<file path="config.mk">
export PLATFORM = sky130hd
export DESIGN_NAME = pipe_hazard_ctrl_flat
export DESIGN_NICKNAME = d
export VERILOG_FILES = /design/src/rtl/pipe_ctrl_pkg.sv /design/src/rtl/pipe_hazard_ctrl_if.sv /design/src/rtl/hazard_cnt.sv /design/src/rtl/pipe_hazard_ctrl.sv /design/src/flat_wrapper.sv
export SDC_FILE = /design/constraint.sdc
export NUM_CORES = 1
export LEC_CHECK = 0
export ABC_AREA = 1
export BUFFER_PORTS_ARGS = -buffer_cell sky130_fd_sc_hd__buf_2
export CORE_MARGIN = 2
export CORE_UTILIZATION = 47
export CTS_CLUSTER_SIZE = 40
export DETAILED_ROUTE_END_ITERATION = 10
export GPL_TIMING_DRIVEN = 0
export PLACE_DENSITY_LB_ADDON = 0.15
export SYNTH_ARGS = -nofsm -noshare
export SYNTH_HDL_FRONTEND = slang
export SYNTH_SLANG_ARGS = --single-unit
</file>
<file path="constraint.sdc">
create_clock -name clk -period 1.81 [get_ports clk]
set_clock_uncertainty 0.05 [all_clocks]
set_input_delay 0.4525 -clock clk [delete_from_list [all_inputs] [get_ports clk]]
set_output_delay 0.4525 -clock clk [all_outputs]
set_load 0.1 [all_outputs]
</file>
<file path="src/rtl/pipe_ctrl_pkg.sv">
// Shared types and constants for the pipeline front-end hazard controller.
// The counter-width helper sizes the shared timer used by MD_BUSY and EXC_DRAIN.
package pipe_ctrl_pkg;

    typedef enum logic [1:0] {
        ST_RUN       = 2'd0,
        ST_MD_BUSY   = 2'd1,
        ST_EXC_DRAIN = 2'd2
    } state_e;

    localparam logic [31:0] NOP_INSTR = 32'h0000_0020;
    localparam logic [4:0]  REG_ZERO  = 5'd0;

    // Control bundle presented to the pipeline registers, in port order.
    typedef struct packed {
        logic pc_write;
        logic if_id_write;
        logic if_id_flush;
        logic id_ex_bubble;
        logic ex_flush;
        logic pc_sel_exc;
        logic epc_write;
        logic muldiv_busy;
        logic muldiv_cancel;
    } ctrl_t;

    function automatic int unsigned cnt_width(input int unsigned a, input int unsigned b);
        int unsigned m;
        m = (a > b) ? a : b;
        return (m < 2) ? 1 : $clog2(m);
    endfunction

endpackage

</file>
<file path="src/rtl/pipe_hazard_ctrl_if.sv">
// Hazard-control bundle between the MIPS datapath (master) and the
// front-end sequencer (slave): decode/EX hazard inputs and register controls.
interface pipe_hazard_ctrl_if;

    logic [4:0] id_rs;
    logic [4:0] id_rt;
    logic       id_uses_rt;
    logic       id_is_muldiv;
    logic       id_reads_hilo;
    logic       ex_mem_read;
    logic [4:0] ex_rt;
    logic       branch_redirect;
    logic       btb_mispredict;
    logic       exception;

    logic       pc_write;
    logic       if_id_write;
    logic       if_id_flush;
    logic       id_ex_bubble;
    logic       ex_flush;
    logic       pc_sel_exc;
    logic       epc_write;
    logic       muldiv_busy;
    logic       muldiv_cancel;

    modport master (
        output id_rs, id_rt, id_uses_rt, id_is_muldiv, id_reads_hilo,
               ex_mem_read, ex_rt, branch_redirect, btb_mispredict, exception,
        input  pc_write, if_id_write, if_id_flush, id_ex_bubble, ex_flush,
               pc_sel_exc, epc_write, muldiv_busy, muldiv_cancel
    );

    modport slave (
        input  id_rs, id_rt, id_uses_rt, id_is_muldiv, id_reads_hilo,
               ex_mem_read, ex_rt, branch_redirect, btb_mispredict, exception,
        output pc_write, if_id_write, if_id_flush, id_ex_bubble, ex_flush,
               pc_sel_exc, epc_write, muldiv_busy, muldiv_cancel
    );

endinterface

</file>
<file path="src/rtl/hazard_cnt.sv">
// Loadable down-counter with zero flag; shared by the mult/div occupancy
// timer and the post-exception drain timer. Saturates at zero.
module hazard_cnt #(
    parameter int unsigned WIDTH = 5
) (
    input  logic             clk,
    input  logic             rst_n,
    input  logic             load,
    input  logic [WIDTH-1:0] load_val,
    input  logic             dec,
    output logic [WIDTH-1:0] cnt,
    output logic             zero
);

    logic [WIDTH-1:0] cnt_q;

    // NOTE: sequential state uses non-blocking assignments so every flop samples pre-edge values.
    always_ff @(posedge clk or negedge rst_n) begin
        if (!rst_n) begin
            cnt_q <= '0;
        end else if (load) begin
            cnt_q <= load_val;
        end else if (dec && (cnt_q != '0)) begin
            cnt_q <= cnt_q - WIDTH'(1);
        end
    end

    assign cnt  = cnt_q;
    assign zero = (cnt_q == '0);

endmodule

</file>
<file path="src/rtl/pipe_hazard_ctrl.sv">
// Front-end sequencer for the 5-stage MIPS pipeline: load-use stalls, redirects,
// mult/div occupancy and precise exceptions. Outputs are combinational, forced low in reset.
module pipe_hazard_ctrl
    import pipe_ctrl_pkg::*;
#(
    parameter int unsigned MULDIV_LAT = 32,
    parameter int unsigned EXC_DRAIN  = 2
) (
    input  logic               clk,
    input  logic               rst_n,
    pipe_hazard_ctrl_if.slave  hz
);

    localparam int unsigned         CNT_W    = cnt_width(MULDIV_LAT, EXC_DRAIN);
    localparam logic [CNT_W-1:0]    MD_LOAD  = CNT_W'(MULDIV_LAT - 1);
    localparam logic [CNT_W-1:0]    EXC_LOAD = CNT_W'(EXC_DRAIN - 1);

    state_e           state_q, state_d;
    logic             cnt_load;
    logic [CNT_W-1:0] cnt_load_val;
    logic             cnt_dec;
    logic [CNT_W-1:0] cnt;
    logic             cnt_zero;
    logic             load_use;
    logic             exc_take;
    logic             redirect;
    ctrl_t            ctrl_c;
    ctrl_t            ctrl_o;

    hazard_cnt #(.WIDTH(CNT_W)) u_cnt (
        .clk      (clk),
        .rst_n    (rst_n),
        .load     (cnt_load),
        .load_val (cnt_load_val),
        .dec      (cnt_dec),
        .cnt      (cnt),
        .zero     (cnt_zero)
    );

    assign load_use = hz.ex_mem_read && (hz.ex_rt != REG_ZERO) &&
                      ((hz.ex_rt == hz.id_rs) || (hz.id_uses_rt && (hz.ex_rt == hz.id_rt)));
    assign exc_take = hz.exception && (state_q != ST_EXC_DRAIN);
    assign redirect = hz.btb_mispredict || hz.branch_redirect;

    always_ff @(posedge clk or negedge rst_n) begin
        if (!rst_n) begin
            state_q <= ST_RUN;
        end else begin
            state_q <= state_d;
        end
    end

    always_comb begin
        // NOTE: every signal gets a default first, so no path through this block can infer a latch.
        state_d            = state_q;
        cnt_load           = 1'b0;
        cnt_load_val       = '0;
        cnt_dec            = 1'b0;
        ctrl_c             = '0;
        ctrl_c.pc_write    = 1'b1;
        ctrl_c.if_id_write = 1'b1;
        ctrl_c.muldiv_busy = (state_q == ST_MD_BUSY);

        if (exc_take) begin
            ctrl_c.ex_flush      = 1'b1;
            ctrl_c.id_ex_bubble  = 1'b1;
            ctrl_c.if_id_flush   = 1'b1;
            ctrl_c.pc_sel_exc    = 1'b1;
            ctrl_c.epc_write     = 1'b1;
            ctrl_c.muldiv_cancel = (state_q == ST_MD_BUSY);
            state_d              = ST_EXC_DRAIN;
            cnt_load             = 1'b1;
            cnt_load_val         = EXC_LOAD;
        end else begin
            if (hz.btb_mispredict) begin
                ctrl_c.if_id_flush  = 1'b1;
                ctrl_c.id_ex_bubble = 1'b1;
            end else if (hz.branch_redirect) begin
                ctrl_c.if_id_flush  = 1'b1;
            end else if (load_use ||
                         // HI/LO readers wait until the final busy cycle, when the result is ready.
                         ((state_q == ST_MD_BUSY) && hz.id_reads_hilo && !cnt_zero)) begin
                ctrl_c.pc_write     = 1'b0;
                ctrl_c.if_id_write  = 1'b0;
                ctrl_c.id_ex_bubble = 1'b1;
            end

            unique case (state_q)
                ST_RUN: begin
                    if (hz.id_is_muldiv && !redirect && !load_use) begin
                        state_d      = ST_MD_BUSY;
                        cnt_load     = 1'b1;
                        cnt_load_val = MD_LOAD;
                    end
                end
                ST_MD_BUSY, ST_EXC_DRAIN: begin
                    if (cnt_zero) begin
                        state_d = ST_RUN;
                    end else begin
                        cnt_dec = 1'b1;
                    end
                end
                default: state_d = ST_RUN;
            endcase
        end
    end

    assign ctrl_o = rst_n ? ctrl_c : '0;

    assign hz.pc_write      = ctrl_o.pc_write;
    assign hz.if_id_write   = ctrl_o.if_id_write;
    assign hz.if_id_flush   = ctrl_o.if_id_flush;
    assign hz.id_ex_bubble  = ctrl_o.id_ex_bubble;
    assign hz.ex_flush      = ctrl_o.ex_flush;
    assign hz.pc_sel_exc    = ctrl_o.pc_sel_exc;
    assign hz.epc_write     = ctrl_o.epc_write;
    assign hz.muldiv_busy   = ctrl_o.muldiv_busy;
    assign hz.muldiv_cancel = ctrl_o.muldiv_cancel;

    a_no_flush_while_stalled: assert property (@(posedge clk) disable iff (!rst_n)
        !(hz.if_id_flush && !hz.if_id_write));

    // A mult/div reaching EX during the drain would go untracked.
    a_no_muldiv_in_drain: assert property (@(posedge clk) disable iff (!rst_n)
        ((state_q == ST_EXC_DRAIN) && hz.id_is_muldiv) |-> (!hz.if_id_write || hz.if_id_flush));

endmodule

</file>
<file path="src/flat_wrapper.sv">
// flat-port wrapper written by rule: the top's interface ports become plain ports
module pipe_hazard_ctrl_flat import pipe_ctrl_pkg::*;
#(
    parameter int unsigned MULDIV_LAT = 32,
    parameter int unsigned EXC_DRAIN  = 2
)
  (clk, rst_n, hz_id_rs, hz_id_rt, hz_id_uses_rt, hz_id_is_muldiv, hz_id_reads_hilo, hz_ex_mem_read, hz_ex_rt, hz_branch_redirect, hz_btb_mispredict, hz_exception, hz_pc_write, hz_if_id_write, hz_if_id_flush, hz_id_ex_bubble, hz_ex_flush, hz_pc_sel_exc, hz_epc_write, hz_muldiv_busy, hz_muldiv_cancel);
  pipe_hazard_ctrl_if hz_i ();
  input  logic clk;
  input  logic rst_n;
  input wire logic [$bits(hz_i.id_rs)-1:0] hz_id_rs;
  input wire logic [$bits(hz_i.id_rt)-1:0] hz_id_rt;
  input wire logic [$bits(hz_i.id_uses_rt)-1:0] hz_id_uses_rt;
  input wire logic [$bits(hz_i.id_is_muldiv)-1:0] hz_id_is_muldiv;
  input wire logic [$bits(hz_i.id_reads_hilo)-1:0] hz_id_reads_hilo;
  input wire logic [$bits(hz_i.ex_mem_read)-1:0] hz_ex_mem_read;
  input wire logic [$bits(hz_i.ex_rt)-1:0] hz_ex_rt;
  input wire logic [$bits(hz_i.branch_redirect)-1:0] hz_branch_redirect;
  input wire logic [$bits(hz_i.btb_mispredict)-1:0] hz_btb_mispredict;
  input wire logic [$bits(hz_i.exception)-1:0] hz_exception;
  output wire logic [$bits(hz_i.pc_write)-1:0] hz_pc_write;
  output wire logic [$bits(hz_i.if_id_write)-1:0] hz_if_id_write;
  output wire logic [$bits(hz_i.if_id_flush)-1:0] hz_if_id_flush;
  output wire logic [$bits(hz_i.id_ex_bubble)-1:0] hz_id_ex_bubble;
  output wire logic [$bits(hz_i.ex_flush)-1:0] hz_ex_flush;
  output wire logic [$bits(hz_i.pc_sel_exc)-1:0] hz_pc_sel_exc;
  output wire logic [$bits(hz_i.epc_write)-1:0] hz_epc_write;
  output wire logic [$bits(hz_i.muldiv_busy)-1:0] hz_muldiv_busy;
  output wire logic [$bits(hz_i.muldiv_cancel)-1:0] hz_muldiv_cancel;
  assign hz_i.id_rs = hz_id_rs;
  assign hz_i.id_rt = hz_id_rt;
  assign hz_i.id_uses_rt = hz_id_uses_rt;
  assign hz_i.id_is_muldiv = hz_id_is_muldiv;
  assign hz_i.id_reads_hilo = hz_id_reads_hilo;
  assign hz_i.ex_mem_read = hz_ex_mem_read;
  assign hz_i.ex_rt = hz_ex_rt;
  assign hz_i.branch_redirect = hz_branch_redirect;
  assign hz_i.btb_mispredict = hz_btb_mispredict;
  assign hz_i.exception = hz_exception;
  assign hz_pc_write = hz_i.pc_write;
  assign hz_if_id_write = hz_i.if_id_write;
  assign hz_if_id_flush = hz_i.if_id_flush;
  assign hz_id_ex_bubble = hz_i.id_ex_bubble;
  assign hz_ex_flush = hz_i.ex_flush;
  assign hz_pc_sel_exc = hz_i.pc_sel_exc;
  assign hz_epc_write = hz_i.epc_write;
  assign hz_muldiv_busy = hz_i.muldiv_busy;
  assign hz_muldiv_cancel = hz_i.muldiv_cancel;
  pipe_hazard_ctrl #(.MULDIV_LAT(MULDIV_LAT), .EXC_DRAIN(EXC_DRAIN)) u_core (.clk(clk), .rst_n(rst_n), .hz(hz_i));
endmodule
</file>
==> reports/metrics.csv <==
metric;value;unit
first-pass GRT wire length;3.912;mm
dpl cells;187;
DR vias/cell;5.480;
CP max-delay cell;a31oi_4;
Max Root-Sink Buffers;2;
io pins;33;
Crit Path Category;in -> out;
Hold WC Path Type;reg -> reg;
TritonCTS clock tree;done;
DR WL/cell;16.78;um
crit path max fanout;4;
Net Sw Frac;50.94;%
RSZ-0062 raised after global routing;true;
syn_nets;167;
Hold Path Sink;u_core.u_cnt.cnt[4];
failing checks;setup timing;
diodes inserted;0;
final hold violation count;0;
Slew HR;67.60;%
CTS sink count;7;
Critical R2R Capture;u_core.u_cnt.cnt[4];
DRC;0;
Initial Util;48.81;%
number of global-route vias before repair;999;
MaxCap Viol Count;0;
Final Non-Filler Cells;202;
flop-to-flop setup slack;120;ps
width of the die;45.89;um
Critical Path Source Type;primary input;
total power;0.001683;W
fin area;1493;sq um
Slew @ Worst Pin;485.5;ps
CP peak stage delay;220;ps
IO buf count;32;
Post-DRT Antenna Nets;0;
P_sw;0.0008574;W
1st-iter DRT viols;29;
Worst Hold Depth;2;
Worst Setup End Kind;primary output;
Die Area;2105;sq um
worst skew pair latency;240;ps
worst path arrival time;1640;ps
Post-Syn Area;824.5;sq um
Period Utilization, post-route;118.6;%
initial antenna violation count;0;
hold_sp;u_core.u_cnt.cnt[4];
Final WS setup;-336.4;ps
power per cell area;1128;nW/um^2
Reg power frac;17.1;%
reg2reg start;u_core.state_q[0];
Die Height;45.89;um
Yosys reg bits;7;
Syn Area/Cell;5.975;sq um
combinational share of power;75.0;%
Unique masters post-synth;23;
Clock power frac;7.9;%
dpl cell area;1122;sq um
Yosys warnings;0;
Total GRT Usage;26.33;%
GP Congestion;0.8286;
min cycle time layout;2146;ps
GRT overflow;0;
CP required;1310;ps
status;finished, violations left;
Reg2Reg Depth;9;
LEAKAGE;0.8001;nW
core area;1689;sq um
CTS Buf Count;3;
# rows;15;
nets;215;
Layout area overhead;81.03;%
Max Slew Vio Count;0;
maximum VDD drop;0.0008794;V
CP Cell Sequence;buf_6, inv_4, nand2_1, nand2_1, nor2_1, nand3_1, nand2_1, nand2_2, nand2_4, a31oi_4, buf_12, buf_12;
Seq/Total Area, Yosys;21.24;%
Fmax;465.9;MHz
Final setup viols;9;
largest net degree at the start of global routing;9;
Routed WL;3.390;mm
CTS root buf;clkbuf_4;
Worst path most repeated cell;nand2_1;
DR pass1 iterations;4;
H-tree Lvls;1;
cell internal pwr;0.0008257;W
Via Count;1107;
Final HPWL DP;1.521;mm
Setup WS pre-CTS;-578.3;ps
Filler Cell Count;72;
Sum Neg Setup Slack;-2150;ps
Clk pin slew, worst setup/hold paths;50;ps
Mapped Cells;138;
share of layout cells above drive strength 1;48.11;%
## how the worst max path moves through the flow
stage	from	end	slack [ps]	cells after the start
after floorplan	hz_ex_rt[3]	hz_pc_write	-530	8
after global placement	hz_ex_rt[3]	hz_pc_write	-570	10
after detailed placement	hz_ex_rt[3]	hz_id_ex_bubble	-580	12
after CTS	u_core.state_q[1]	hz_pc_write	-270	6
after global routing	hz_ex_rt[4]	hz_pc_write	-460	12
final	hz_ex_rt[4]	hz_pc_write	-340	12
## state kept, by name, summed over array words and instances (netlist names)
signal,cells
u_core.u_cnt.cnt,5
u_core.state_q,2
## cell type report
cell class | instances | area (sq um) | area share (%)
clock buffers | 4 | 26.28 | 1.760
well taps | 17 | 21.27 | 1.425
flip-flops and latches | 7 | 175.2 | 11.74
multi-input cells | 98 | 651.9 | 43.67
inverters | 30 | 137.6 | 9.220
plain buffers | 3 | 60.06 | 4.023
repair buffers | 43 | 420.4 | 28.16
## worst max-delay path, delay by kind of cell
family | cells | cell delay (ps)
simple gates | 7 | 490
buf+inv | 4 | 470
compound gates | 1 | 220
## cell usage in the layout (no fill, tap or decap)
master and instances:
ha_1 2, nand3_1 3, xnor2_1 1, a21oi_4 2, buf_4 11, clkinv_1 4, clkbuf_1 1, inv_4 3
inv_6 1, nand2_1 44, a31oi_4 1, dfrtp_1 7, inv_1 12, nand3_4 2, buf_2 16, ha_2 1
nand4_1 6, buf_6 6, dlygate4sd3_1 1, inv_12 1, nor3b_4 1, clkbuf_4 3, nor3_1 1, nor2_4 4
buf_12 12, nor2_1 11, nand2_2 9, inv_2 9, nand2_4 2, nand3_2 1, o21ai_2 1, ha_4 2
xor2_1 3, nand4_2 1
## metrics by stage
stage / hold slack (ps) / utilization, %
after floorplan: 106.9 / -
after global placement: 250.1 / 66.44
after detailed placement: 258.7 / 66.44
after CTS: 471.9 / 81.63
after global routing: 509.3 / 88.37
final: 475.2 / 88.37
## metal layers
layer	vias to the layer above	wire (um)	GRT usage, %
met5	-	0	0
met4	0	229	18.86
met3	26	223	3.175
met2	74	1861	53.06
met1	498	1076	22.60
li1	509	-	-
## cell usage after synthesis
cell | count | area (sq um)
nand3_2 | 2 | 20.02
nor3_1 | 1 | 5.000
a21oi_2 | 1 | 8.760
nor3b_4 | 1 | 18.77
xor2_1 | 3 | 26.28
o21ai_1 | 1 | 5.000
a21oi_1 | 1 | 5.000
ha_1 | 5 | 62.56
clkinv_1 | 4 | 15.01
nor2_2 | 1 | 6.260
nor2_1 | 14 | 52.55
xnor2_1 | 1 | 8.760
nand4_1 | 6 | 37.54
inv_1 | 22 | 82.58
nand3_1 | 4 | 20.02
nand2_2 | 2 | 12.51
a31oi_1 | 1 | 6.260
nand2_4 | 1 | 11.26
nand4_2 | 1 | 12.51
buf_4 | 3 | 22.52
inv_2 | 4 | 15.01
nand2_1 | 52 | 195.2
dfrtp_1 | 7 | 175.2
## power by group through the flow
stage          clock network (W)  registers (W)  logic (W)
3_3_place_gp                   0       0.000272   0.000891
6_report                0.000133       0.000287    0.00126
4_1_cts                 0.000141       0.000277    0.00113
3_5_place_dp                   0       0.000273   0.000909
2_1_floorplan                  0       0.000264   0.000755
5_1_grt                 0.000149       0.000290    0.00135
## kinds of logic after synthesis
| family | after synthesis | synth area share (%) |
|---|---|---|
| xor+xnor | 4 | 4.250 |
| compound gates | 4 | 3.034 |
| fa+ha+maj | 5 | 7.587 |
| buf+inv | 33 | 16.39 |
| simple gates | 85 | 47.50 |
| flops | 7 | 21.24 |
## what timing repair did
| item | 4_1_cts | 5_1_grt |
|---|---|---|
| hold buffers | 1 | 0 |
| gates resized for setup | 45 | 30 |
| hold endpoints to repair | 7 | 0 |
| pin swaps | 9 | 19 |
| setup endpoints to repair | 9 | 9 |
| setup buffers | 8 | 2 |
Note: power is estimated with default switching activity, not from simulation.
